[src/rtl/gray_conv_pkg.sv]
// rtl/gray_conv_pkg.sv - shared types and defaults for the gray code converter
package gray_conv_pkg;

  localparam int GC_WIDTH_DEFAULT = 8;

  typedef enum logic [2:0] {
    IDLE = 3'd0,
    LOAD = 3'd1,
    CONV = 3'd2,
    XFER = 3'd3,
    OUT  = 3'd4,
    DONE = 3'd5
  } gc_state_t;

endpackage

[src/rtl/gray_code_converter_if.sv]
// rtl/gray_code_converter_if.sv - host-side request/result bundle of the converter
interface gray_code_converter_if
  import gray_conv_pkg::*;
#(
  parameter int WIDTH = GC_WIDTH_DEFAULT
);

  logic             start;
  logic             convert;
  logic [WIDTH-1:0] data_in;
  logic [WIDTH-1:0] data_out;
  logic             done;
  logic             busy;

  // Host side: issues requests, observes result and status
  modport master (
    output start,
    output convert,
    output data_in,
    input  data_out,
    input  done,
    input  busy
  );

  // Converter side
  modport slave (
    input  start,
    input  convert,
    input  data_in,
    output data_out,
    output done,
    output busy
  );

endinterface

[src/rtl/code_conv.sv]
// rtl/code_conv.sv - combinational binary<->Gray conversion in both directions
module code_conv
  import gray_conv_pkg::*;
#(
  parameter int WIDTH = GC_WIDTH_DEFAULT
) (
  input  logic [WIDTH-1:0] din,
  input  logic             mode,
  output logic [WIDTH-1:0] dout
);

  logic [WIDTH-1:0] gray;
  logic [WIDTH-1:0] bin;
  logic             acc;

  // mode=1: each Gray bit is the XOR of neighbouring binary bits.
  // mode=0: each binary bit is the running XOR of Gray bits from the MSB down.
  always_comb begin
    gray = din ^ (din >> 1);
    bin  = '0;
    acc  = 1'b0;
    for (int i = WIDTH - 1; i >= 0; i--) begin
      acc    = acc ^ din[i];
      bin[i] = acc;
    end
    dout = mode ? gray : bin;
  end

endmodule

[src/rtl/gray_code_converter.sv]
// rtl/gray_code_converter.sv - sequenced converter moving one word through R1..R4
module gray_code_converter
  import gray_conv_pkg::*;
#(
  parameter int WIDTH = GC_WIDTH_DEFAULT
) (
  input  logic                  clk,
  input  logic                  rst_n,
  gray_code_converter_if.slave  bus,
  output logic                  R1_in,
  output logic                  R1_out,
  output logic                  R2_in,
  output logic                  R2_out,
  output logic                  R3_in,
  output logic                  R3_out,
  output logic                  R4_in,
  output logic                  R4_out
);

  gc_state_t        state_q;
  gc_state_t        state_d;

  logic [WIDTH-1:0] r1_q;
  logic [WIDTH-1:0] r2_q;
  logic [WIDTH-1:0] r3_q;
  logic [WIDTH-1:0] r4_q;
  logic             mode_q;
  logic [WIDTH-1:0] conv_out;

  logic             done_o;
  logic             busy_o;

  code_conv #(
    .WIDTH(WIDTH)
  ) u_code_conv (
    .din  (r1_q),
    .mode (mode_q),
    .dout (conv_out)
  );

  // State register; reset aborts any sequence in flight
  always_ff @(posedge clk or negedge rst_n) begin
    if (!rst_n) begin
      state_q <= IDLE;
    end else begin
      state_q <= state_d;
    end
  end

  // Next-state and Moore strobe decode; start only matters in IDLE
  always_comb begin
    state_d = state_q;
    R1_in   = 1'b0;
    R1_out  = 1'b0;
    R2_in   = 1'b0;
    R2_out  = 1'b0;
    R3_in   = 1'b0;
    R3_out  = 1'b0;
    R4_in   = 1'b0;
    R4_out  = 1'b0;
    done_o  = 1'b0;
    busy_o  = 1'b1;
    case (state_q)
      IDLE: begin
        busy_o = 1'b0;
        if (bus.start) begin
          state_d = LOAD;
        end
      end
      LOAD: begin
        R1_in   = 1'b1;
        state_d = CONV;
      end
      CONV: begin
        R1_out  = 1'b1;
        R2_in   = 1'b1;
        state_d = XFER;
      end
      XFER: begin
        R2_out  = 1'b1;
        R3_in   = 1'b1;
        state_d = OUT;
      end
      OUT: begin
        R3_out  = 1'b1;
        R4_in   = 1'b1;
        state_d = DONE;
      end
      DONE: begin
        R4_out  = 1'b1;
        done_o  = 1'b1;
        state_d = IDLE;
      end
      default: begin
        busy_o  = 1'b0;
        state_d = IDLE;
      end
    endcase
  end

  // Register transfers, each enabled by the strobe of the current state
  always_ff @(posedge clk or negedge rst_n) begin
    if (!rst_n) begin
      r1_q   <= '0;
      r2_q   <= '0;
      r3_q   <= '0;
      r4_q   <= '0;
      mode_q <= 1'b0;
    end else begin
      if (R1_in) begin
        r1_q   <= bus.data_in;
        mode_q <= bus.convert;
      end
      if (R2_in) begin
        r2_q <= conv_out;
      end
      if (R3_in) begin
        r3_q <= r2_q;
      end
      if (R4_in) begin
        r4_q <= r3_q;
      end
    end
  end

  assign bus.data_out = r4_q;
  assign bus.done     = done_o;
  assign bus.busy     = busy_o;

endmodule

[src/flat_wrapper.sv]
// flat-port wrapper written by rule: the top's interface ports become plain ports
module gray_code_converter_flat import gray_conv_pkg::*;
#(
  parameter int WIDTH = GC_WIDTH_DEFAULT
)
  (clk, rst_n, R1_in, R1_out, R2_in, R2_out, R3_in, R3_out, R4_in, R4_out, bus_start, bus_convert, bus_data_in, bus_data_out, bus_done, bus_busy);
  gray_code_converter_if #(.WIDTH(WIDTH)) bus_i ();
  input  logic clk;
  input  logic rst_n;
  output logic R1_in;
  output logic R1_out;
  output logic R2_in;
  output logic R2_out;
  output logic R3_in;
  output logic R3_out;
  output logic R4_in;
  output logic R4_out;
  input wire logic [$bits(bus_i.start)-1:0] bus_start;
  input wire logic [$bits(bus_i.convert)-1:0] bus_convert;
  input wire logic [$bits(bus_i.data_in)-1:0] bus_data_in;
  output wire logic [$bits(bus_i.data_out)-1:0] bus_data_out;
  output wire logic [$bits(bus_i.done)-1:0] bus_done;
  output wire logic [$bits(bus_i.busy)-1:0] bus_busy;
  assign bus_i.start = bus_start;
  assign bus_i.convert = bus_convert;
  assign bus_i.data_in = bus_data_in;
  assign bus_data_out = bus_i.data_out;
  assign bus_done = bus_i.done;
  assign bus_busy = bus_i.busy;
  gray_code_converter #(.WIDTH(WIDTH)) u_core (.clk(clk), .rst_n(rst_n), .bus(bus_i), .R1_in(R1_in), .R1_out(R1_out), .R2_in(R2_in), .R2_out(R2_out), .R3_in(R3_in), .R3_out(R3_out), .R4_in(R4_in), .R4_out(R4_out));
endmodule
[config.mk]
export PLATFORM = sky130hd
export DESIGN_NAME = gray_code_converter_flat
export DESIGN_NICKNAME = d
export VERILOG_FILES = /design/src/rtl/gray_conv_pkg.sv /design/src/rtl/gray_code_converter_if.sv /design/src/rtl/code_conv.sv /design/src/rtl/gray_code_converter.sv /design/src/flat_wrapper.sv
export SDC_FILE = /design/constraint.sdc
export NUM_CORES = 1
export LEC_CHECK = 0
export ABC_AREA = 1
export CORE_ASPECT_RATIO = 1.5
export CORE_MARGIN = 1
export CORE_UTILIZATION = 55
export CTS_CLUSTER_SIZE = 20
export DETAILED_ROUTE_END_ITERATION = 10
export PLACE_DENSITY = 0.9
export SYNTH_ARGS = -nofsm -noshare
export SYNTH_HDL_FRONTEND = slang
export SYNTH_SLANG_ARGS = --single-unit
[constraint.sdc]
create_clock -name clk -period 2.5 [get_ports clk]
set_input_delay 0.75 -clock clk [delete_from_list [all_inputs] [get_ports clk]]
set_output_delay 0.75 -clock clk [all_outputs]
set_load 0.05 [all_outputs]
---- Word level (Yosys, flattened, before mapping) ----
Cells that the tools add are included.
operators by class
  equality and inequality tests ........... 6
  mux-type cells .......................... 9
  bitwise logic cells ..................... 8
  reductions and logical operators ........ 2
operator list
  operator                                                               count
  3-bit case mux with 5 select lines                                     1
  8-bit 2-to-1 mux                                                       1
  8-bit by 7-bit XOR with 8-bit output                                   1
  1-bit XOR                                                              7
  3-bit by 2-bit equality test with 1-bit output, second input constant  2
  3-bit equality test, second input constant                             2
  1-bit 2-to-1 mux                                                       6
  5-bit OR reduction                                                     1
  3-bit by 1-bit equality test with 1-bit output, second input constant  1
  3-bit zero test                                                        1
  3-bit 2-to-1 mux                                                       1
  2-bit inequality test, second input constant                           1
storage, ports and cells
  register bits ........................... 36
  bits of input ports ..................... 12
  output and inout port bits .............. 18
  word-level logic and storage cells ...... 31

---- Logic depth before layout (Yosys ltp) ----
Gate-level depths: netlist (run 1).
  word-level depth ........................ 8
  depth in mapped cells ................... 11
  gate-level depth less buffers ........... 11

---- By module ----
From an unflattened synthesis (run 1), not the netlist that was laid out.
second synthesis, totals
  cell total of the unflattened synthesis .. 211
  area, all modules ....................... 1,699.1 sq um
by module, submodules not included
  module               instances  cells each  area each (sq um)
  gray_code_converter  1          165         1,458.9
  code_conv            1          46          240.2

---- Worst setup path before layout (run 1) ----
OpenSTA, ideal clock, no wires.
  path kind ............................... register to output
  start ................................... register u_core.state_q[2]
  end ..................................... output bus_done
  arrival time ............................ 2.014 ns
  path slack .............................. -0.264 ns
  stages on the path, launching flop included .. 4
  buffers on the path ..................... 1
  path through ............................ dfrtp_1 -> inv_1 -> nor3_1 -> buf_4
on the way
  longest elaborated chain between the ends .. 2
RTL lines
  element                 line                       text
  from (decl)             gray_code_converter.sv:20  gc_state_t state_q;
  from (signal assigned)  gray_code_converter.sv:46  state_q <= state_d;
  3-bit equality test     -
  1-bit 2-to-1 mux        -
  to (decl)               flat_wrapper.sv:22         output wire logic [$bits(bus_i.done)-1:0] bus_done;
No other way between the ends.

---- Final worst setup path (run 1) ----
  start ................................... register u_core.state_q[1]
  end ..................................... output R4_in
on the way
  longest elaborated chain between the ends .. 2
RTL lines
  element              line                       text
  3-bit equality test  gray_code_converter.sv:63  case (state_q)
  1-bit 2-to-1 mux     gray_code_converter.sv:63
  to (decl)            flat_wrapper.sv:16         output logic R4_in;
No other way between the ends.

==> results of run 1 <==
## cells in the mapped netlist (all sizes together)
cell type   n
o21ai      22
xor2        2
a31oi       1
nand3b      1
o211ai      1
a21boi      1
clkinv      1
dfrtp      36
nand3      11
buf         7
nand2      80
or2         1
nor2        3
nor3        2
inv        19
a22oi       1
## per-layer routing
metal / vias up / wire length (um) / GRT usage, %
li1: 656 / - / -
met1: 596 / 1079 / 23.91
met2: 35 / 1773 / 45.31
met3: 8 / 110 / 7.031
met4: 0 / 70 / 9.926
met5: - / 0 / 0
## state kept, by name, indices dropped and copies added (netlist names)
signal,cells
u_core.bus.data_out,8
u_core.r1_q,8
u_core.r2_q,8
u_core.r3_q,8
u_core.state_q,3
u_core.mode_q,1
## power breakdown
part           switching, mW  internal (mW)
sequential             0.177          0.845
combinational           1.10          0.621
clock                  0.180          0.179
## per-stage QoR
stage | total power, mW | instance area, um2 | setup slack, ns
2_1_floorplan | 2.206 | 1628 | 0.06473
3_3_place_gp | 2.673 | 2012 | 0.5992
3_5_place_dp | 2.745 | 2012 | 0.5371
4_1_cts | 3.117 | 2081 | 0.2348
5_1_grt | 3.341 | 2081 | 0.1459
6_report | 3.100 | 2081 | 0.2454
## worst reg2reg max path, delay by kind of cell (launching register included)
| kind | cells | cell delay (ns) |
|---|---|---|
| DFF | 1 | 0.44 |
| buffers and inverters | 3 | 0.44 |
| and+or+nand+nor | 2 | 0.30 |
| AOI/OAI and AO/OA | 2 | 0.24 |
## kinds of logic (layout without fill, tap and decap cells)
group | after synthesis | count (layout) | synth area share, %
flip-flops | 36 | 36 | 55.51
AND/OR/NAND/NOR | 98 | 98 | 27.22
AO/OA/AOI/OAI | 26 | 26 | 8.790
XOR/XNOR | 2 | 2 | 1.080
buffers and inverters | 27 | 58 | 7.401
## final timing paths
| check | start | endpoint | slack (ns) | cells after the start |
|---|---|---|---|---|
| setup / recovery | u_core.state_q[1] | R4_in | 0.25 | 4 |
| hold / removal | u_core.r3_q[2] | u_core.r3_q[2] | 0.47 | 2 |
| setup reg to reg | u_core.state_q[2] | u_core.r2_q[5] | 0.96 | 7 |
| hold reg to reg | u_core.r3_q[2] | u_core.r3_q[2] | 0.47 | 2 |
| max in group asynchronous | rst_n | u_core.bus.data_out[3] | 1.31 | 2 |
| min in group asynchronous | rst_n | u_core.state_q[2] | 0.89 | 2 |
## area by class of cell
type / count / area share, %
sequential: 36 / 43.30
inverter: 20 / 3.608
multi-input combinational: 126 / 29.16
tap: 37 / 2.225
timing repair buffer: 33 / 18.40
clock buffer: 5 / 3.307
==> results.toml, run 1 <==
[place]
dp_hpwl_um = 2288
io_buffer_count = 29
dp_cells = 252
place_congestion = 0.8642

[synth]
synth_seq_cells = 36
ys_types = 24
synth_fp_nets = 201
yosys-top-cells-area = "dfrtp_1 56%, nand2_1 18%, o21ai_0 5.2%"
synth_area_per_cell_um2 = 8.586
synthCells = 189
synth.top_cell.area_share_pct = 55.51
yosysTopAreaCell = "dfrtp_1"
yosys_warnings = 0
synth-seq-area-share_pct = 55.51
synth.cell_area_um2 = 1623

[finish]
area.sequential_um2 = 900.9
multi_input_area_um2 = 606.8
postLayoutCoreUtil_pct = 76.11
layout_commonest_cell = "nand2_1"
drive_gt1_share_pct = 15.45
area_growth_pct = 28.22
fin_cells = 257
finalNetCount = 234
most-common-layout-cells = "76 x nand2_1, 36 x dfrtp_1, 19 x clkdlybuf4s50_1, 17 x o21ai_0, 16 x inv_1"
antenna-diode-count = 0
n_fill_cell = 194

[floorplanning]
die_h_um = 68.53
num_rows = 23
die_area_um2 = 3176
core_area_um2 = 2734
start_util_pct = 59.36
die_w_um = 46.35
pin_count = 30

[critical_path]
crit_buf_inv = 2
critPathLaunchType = "flop"
crit_required_ns = 1.75
critPathMaxStageDelay_ns = 0.47
crit_arrival_ns = 1.50
critPathSlowestCell = "dfrtp_1"
criticalPathCategory = "flop to primary output"
critical-path-top-delay-family = "buffers and inverters"
cp-end-kind = "primary output"
cp_cell_sequence = "nor2_1 > nand2_1 > clkinv_1 > buf_12"
worst-path-max-fanout = 9

[job]
drv_cap = 0

[sta]
finalSetupTns_ns = 0
rsz0062_at_grt = "no"
final_hold_viol_count = 0
fin_worst_skew_ns = 0.003169
timing.slew.headroom_pct = 66.49
worst_slew_pin_slew_ns = 0.5011
slew_violations = 0
period_minus_slack_ns = 2.255
finalSetupViolCount = 0
fmax_mhz = 443.5
finalCritPeriodShare_pct = 90.18
whs_ns = 0.4713

[status]
outcome = "finished clean"

[grt]
grt_max_degree = 37
globalRouteOverflowTotal = 0
grt_pass1_wl_um = 5285
grt_pass1_vias = 1251
grtUsageTotal_pct = 24.37
antenna_found_initial = 0

[routing]
wl_per_cell_um = 11.81
ant_nets = 0
vias_per_cell = 5.039
finalWirelength_um = 3034
drc = 0
vias = 1295
drtIter0Drc = 36
drt_pass1_iterations = 4

[pwr]
p_per_area_nw_per_um2 = 1490
vdd_ir_drop_max_mv = 0.9400
leakage_nw = 1.024

[clocking]
post_cts_buffers = 0
cts_tree = "yes"
hold_buffers = 0
clk_latency_ns = 0.28
post_cts_resized = 0
htreeDepth = 2
clk_pin_slew_ns = 0.06
cts-buffers-inserted = 5
clk_path_buf_depth = 2
cts.sinks = 36
cts_root_buffer = "clkbuf_8"

[worst_hold_path]
holdCritPathClass = "flop to flop"
No activity file was read; power rests on OpenSTA's default activity.
==> run 2: changes to the inputs <==
--- a/config.mk
+++ b/config.mk
@@ -14,4 +14,5 @@
 export PLACE_DENSITY = 0.9
 export SYNTH_ARGS = -nofsm -noshare
 export SYNTH_HDL_FRONTEND = slang
+export SYNTH_HIERARCHICAL = 1
 export SYNTH_SLANG_ARGS = --single-unit
==> results.toml, run 2 <==
[grt]
grtUsageMet1_pct = 21.18
grt_util_met3_pct = 5.426
grt_max_degree = 37
grt_pass1_wl_um = 5257
globalRouteOverflowTotal = 0
grt_pass1_vias = 1308
grt_use_met2_pct = 40.33
antenna_found_initial = 0
top_usage_layer = "met2"
grtUsageTotal_pct = 22.07

[floorplanning]
start_util_pct = 58.33
die_area_um2 = 3320
die_w_um = 47.38
num_rows = 24
core_area_um2 = 2913
pin_count = 30
die_h_um = 70.08

[finish]
drive_gt1_share_pct = 15.29
area_growth_pct = 27.61
layout_commonest_cell = "nand2_1"
finalNetCount = 253
antenna-diode-count = 0
postLayoutCoreUtil_pct = 74.44
most-common-layout-cells = "120 x nand2_1, 36 x dfrtp_1, 19 x clkdlybuf4s50_1, 14 x inv_1, 8 x buf_12"
n_fill_cell = 202
area.sequential_um2 = 900.9
multi_input_area_um2 = 660.6

[sta]
slew_violations = 0
finalCritPeriodShare_pct = 89.89
fmax_mhz = 445.0
final_hold_viol_count = 0
rsz0062_at_grt = "no"
finalSetupViolCount = 0
timing.slew.headroom_pct = 66.85
whs_ns = 0.4729
setup_ws_ns = 0.2529
period_minus_slack_ns = 2.247
finalSetupTns_ns = 0
fin_worst_skew_ns = 0.005942
worst_slew_pin_slew_ns = 0.4957

[pwr]
p_per_area_nw_per_um2 = 1526
p_total_mw = 3.309
vdd_ir_drop_max_mv = 1.193
leakage_nw = 1.191

[routing]
drtIter0Drc = 24
ant_nets = 0
drt_pass1_iterations = 4
vias = 1323
drc = 0
vias_per_cell = 4.708
finalWirelength_um = 2958
wl_per_cell_um = 10.53

[synth]
synth_edf_count = 0
synth_seq_cells = 36
yosys_warnings = 6
synth_area_per_cell_um2 = 8.053
synthCells = 211
yosysTopAreaCell = "dfrtp_1"
synthArstFlopShare_pct = 100.0
ys_types = 20
yosys-top-cells-area = "dfrtp_1 53%, nand2_1 27%, nand3_2 3.5%"
synth-seq-area-share_pct = 53.02
synth.top_cell.area_share_pct = 53.02
yosys-top-cells-count = "120 x nand2_1, 36 x dfrtp_1, 14 x inv_1"
synth_most_common_cell = "nand2_1"
synth_top_flop_cell = "dfrtp_1"
synth.cell_area_um2 = 1699
synth_fp_nets = 223

[worst_hold_path]
hold_depth = 2
holdCritPathClass = "flop to flop"

[clocking]
cts.sinks = 36
cts_tree = "yes"
htreeDepth = 2
clk_latency_ns = 0.28
clk_pin_slew_ns = 0.07
clk_path_buf_depth = 2
cts-buffers-inserted = 5
post_cts_buffers = 0
post_cts_resized = 0
hold_buffers = 0
cts_root_buffer = "clkbuf_8"

[critical_path]
crit_arrival_ns = 1.50
crit_required_ns = 1.75
critPathLaunchType = "flop"
cp-end-kind = "primary output"
worstRegToRegCells = 13
worst-path-max-fanout = 11
criticalPathCategory = "flop to primary output"

[status]
outcome = "finished clean"

[place]
io_buffer_count = 29
place_congestion = 0.8105
place_ws_ns = 0.5499
dp_hpwl_um = 2225

[job]
drv_cap = 0
==> run 2: cell count changes after synthesis, moves of 3 or more <==
cell | before | now
o21ai_0 | 17 | 2
nand3_2 | 3 | 6
nand3_1 | 8 | 5
nand2_1 | 76 | 120
buf_2 | 3 | 0
==> run 2: worst max-delay path, cell delays in order, from the launching register on <==
cell     delay (ns)
dfrtp_1        0.43
inv_2          0.15
nand3_2        0.21
inv_2          0.25
buf_12         0.17
==> run 2: cell families (layout without fill, tap and decap cells) <==
logic type | after synthesis | count (layout) | synth area share [%]
flops | 36 | 36 | 53.02
buf+inv | 27 | 58 | 8.101
simple gates | 139 | 139 | 35.35
xor+xnor | 3 | 3 | 1.547
compound gates | 6 | 6 | 1.988
==> run 2: metal layers <==
layer  wire length, um  up-vias
met5                 0        -
met1              1087      595
met4                56        0
met3                95        9
met2              1718       30
li1                  -      689
==> run 2: final timing paths <==
check                      slack [ns]                endpoint               from
max reg2reg                      1.08          u_core/r2_q[0]     u_core/r1_q[7]
min                              0.47  u_core/bus.data_out[1]     u_core/r3_q[1]
min reg2reg                      0.47  u_core/bus.data_out[1]     u_core/r3_q[1]
max in group asynchronous        1.29          u_core/r3_q[5]              rst_n
max                              0.25                  R1_out  u_core/state_q[2]
min in group asynchronous        0.89       u_core/state_q[0]              rst_n
==> run 2: through the flow <==
step,instances,area [um2]
finish,281,2168
global route,281,2168
CTS,281,2168
detailed placement,273,2061
global placement,273,2061
floorplan,211,1699
==> run 2: area by class of cell <==
class / count / area share [%]
sequential: 36 / 41.55
timing repair buffer: 30 / 17.20
inverter: 20 / 3.578
clock inverter: 2 / 1.616
clock buffer: 6 / 3.347
tap: 39 / 2.250
multi-input combinational: 148 / 30.47
==> run 2: report_power, final <==
part / switching [mW] / internal, mW
Sequential: 0.205 / 0.836
Clock: 0.193 / 0.296
Combinational: 1.11 / 0.666
==> run 3: changes to the inputs <==
--- a/config.mk
+++ b/config.mk
@@ -8,10 +8,10 @@
 export ABC_AREA = 1
 export CORE_ASPECT_RATIO = 1.5
 export CORE_MARGIN = 1
-export CORE_UTILIZATION = 55
+export CORE_UTILIZATION = 52
 export CTS_CLUSTER_SIZE = 20
 export DETAILED_ROUTE_END_ITERATION = 10
-export PLACE_DENSITY = 0.9
+export PLACE_DENSITY = 0.86
 export SYNTH_ARGS = -nofsm -noshare
 export SYNTH_HDL_FRONTEND = slang
 export SYNTH_HIERARCHICAL = 1
==> constraint.sdc (replaced) <==
create_clock -name clk -period 2.1 [get_ports clk]
set_input_delay 0.63 -clock clk [delete_from_list [all_inputs] [get_ports clk]]
set_output_delay 0.63 -clock clk [all_outputs]
set_load 0.05 [all_outputs]
==> results.toml, run 3 (same netlist as run 2, synthesis figures left out) <==
[grt]
globalRouteOverflowTotal = 0
grtUsageTotal_pct = 20.53
grt_pass1_wl_um = 5499
grt_max_degree = 37
grt_pass1_vias = 1315
antenna_found_initial = 0

[clocking]
clk_latency_ns = 0.28
cts.sinks = 36
clk_pin_slew_ns = 0.07
cts-buffers-inserted = 5
post_cts_buffers = 0
htreeDepth = 2
clk_path_buf_depth = 2
cts_tree = "yes"
cts_root_buffer = "clkbuf_8"

[routing]
drtIter0Drc = 25
vias = 1341
ant_nets = 0
wl_per_cell_um = 10.62
drt_pass1_iterations = 6
drc = 0
finalWirelength_um = 3006
vias_per_cell = 4.739

[finish]
area_growth_pct = 29.31
area.sequential_um2 = 902.1
n_fill_cell = 259
finalNetCount = 255
final_area_um2 = 2197
drive_gt1_share_pct = 19.34
fin_cells = 283
most-common-layout-cells = "120 x nand2_1, 35 x dfrtp_1, 14 x inv_1, 11 x clkdlybuf4s50_1, 10 x buf_12"
antenna-diode-count = 0
multi_input_area_um2 = 668.1
layout_commonest_cell = "nand2_1"

[floorplanning]
start_util_pct = 54.32
core_area_um2 = 3128
pin_count = 30
die_h_um = 72.01
die_area_um2 = 3505
die_w_um = 48.68
num_rows = 25

[critical_path]
startpoint = "u_core/state_q[2]"
cp-end-kind = "primary output"
criticalPathCategory = "flop to primary output"
r2r-start = "u_core/r1_q[7]"
crit_arrival_ns = 1.42
crit_required_ns = 1.47
worst-path-max-fanout = 10
critPathLaunchType = "flop"

[place]
io_buffer_count = 29
place_congestion = 0.8119
dpl_cell_area_um2 = 2090
dp_hpwl_um = 2128
dp_cells = 276

[sta]
rsz0062_at_grt = "yes"
period_minus_slack_ns = 2.050
slew_violations = 0
finalSetupViolCount = 0
final_hold_viol_count = 0
fin_worst_skew_ns = 0.002085
timing.slew.headroom_pct = 65.64
finalCritPeriodShare_pct = 97.62
fmax_mhz = 487.8
worst_slew_pin_slew_ns = 0.5146

[status]
outcome = "finished clean"

[job]
drv_cap = 0

[pwr]
p_per_area_nw_per_um2 = 1787
vdd_ir_drop_max_mv = 0.9825
leakage_nw = 1.242

[worst_hold_path]
hp-start = "u_core/r3_q[4]"
holdCritPathClass = "flop to flop"
## run 3: changes by cell type in the layout (fill, tap and decap cells not counted)
cell,delta
dfrtp_1,-1
buf_12,+2
nor2_1,-1
clkinv_2,-1
bufinv_16,-1
dlymetal6s2s_1,+2
clkbuf_1,-1
clkbuf_8,+2
dfrtp_2,+1
buf_4,+6
nor2_4,+1
clkdlybuf4s50_1,-8
## run 3: stage by stage
step,worst slack (ns),TNS (ns),utilization [%],power [mW],hold WS [ns]
4_1_cts,0.003595,0,70.04,3.949,0.4703
2_1_floorplan,0.1176,0,-,2.764,0.3344
6_report,0.04990,0,70.24,3.927,0.4694
5_1_grt,-0.03284,-0.09726,70.24,4.259,0.4859
3_3_place_gp,0.3392,0,66.80,3.331,0.4518
3_5_place_dp,0.3045,0,66.80,3.400,0.4539
## run 3: worst paths after layout
check | slack [ns] | to | depth (start not counted)
worst min-delay path | 0.47 | u_core/bus.data_out[4] | 2
worst max register to register | 0.67 | u_core/r2_q[0] | 12
max in group asynchronous | 1.01 | u_core/state_q[0] | 2
worst max-delay path | 0.05 | R3_in | 4
min in group asynchronous | 0.76 | u_core/bus.data_out[7] | 2
worst min register to register | 0.47 | u_core/bus.data_out[4] | 2
## run 3: area by class of cell
class	count	area share, %
clock buffers	7	4.385
multi-input cells	148	30.41
well taps	40	2.278
flip-flops and latches	36	41.06
repair buffers	32	18.34
inverters	20	3.531
## run 3: critical path, cell delays in order, from the launching register on
cell and delay [ns]:
dfrtp_1 0.43, inv_2 0.16, nand3_4 0.15, inv_2 0.23, buf_12 0.17
## run 3: where the power goes
group | total [mW] | switching, mW | internal [mW]
logic | 2.16 | 1.33 | 0.823
registers | 1.25 | 0.254 | 0.997
clock network | 0.519 | 0.227 | 0.292
## run 3: metal layers
layer / up-vias / track usage, % / wire [um]
met5: - / 0 / 0
met4: 0 / 7.843 / 21
met3: 2 / 5.241 / 118
met2: 29 / 39.66 / 1684
met1: 616 / 20.72 / 1182
li1: 694 / - / -
## run 3: what timing repair did
action | 4_1_cts | 5_1_grt
hold buffers | 0 | 0
resized for setup | 1 | 3
setup endpoints to repair | 1 | 6
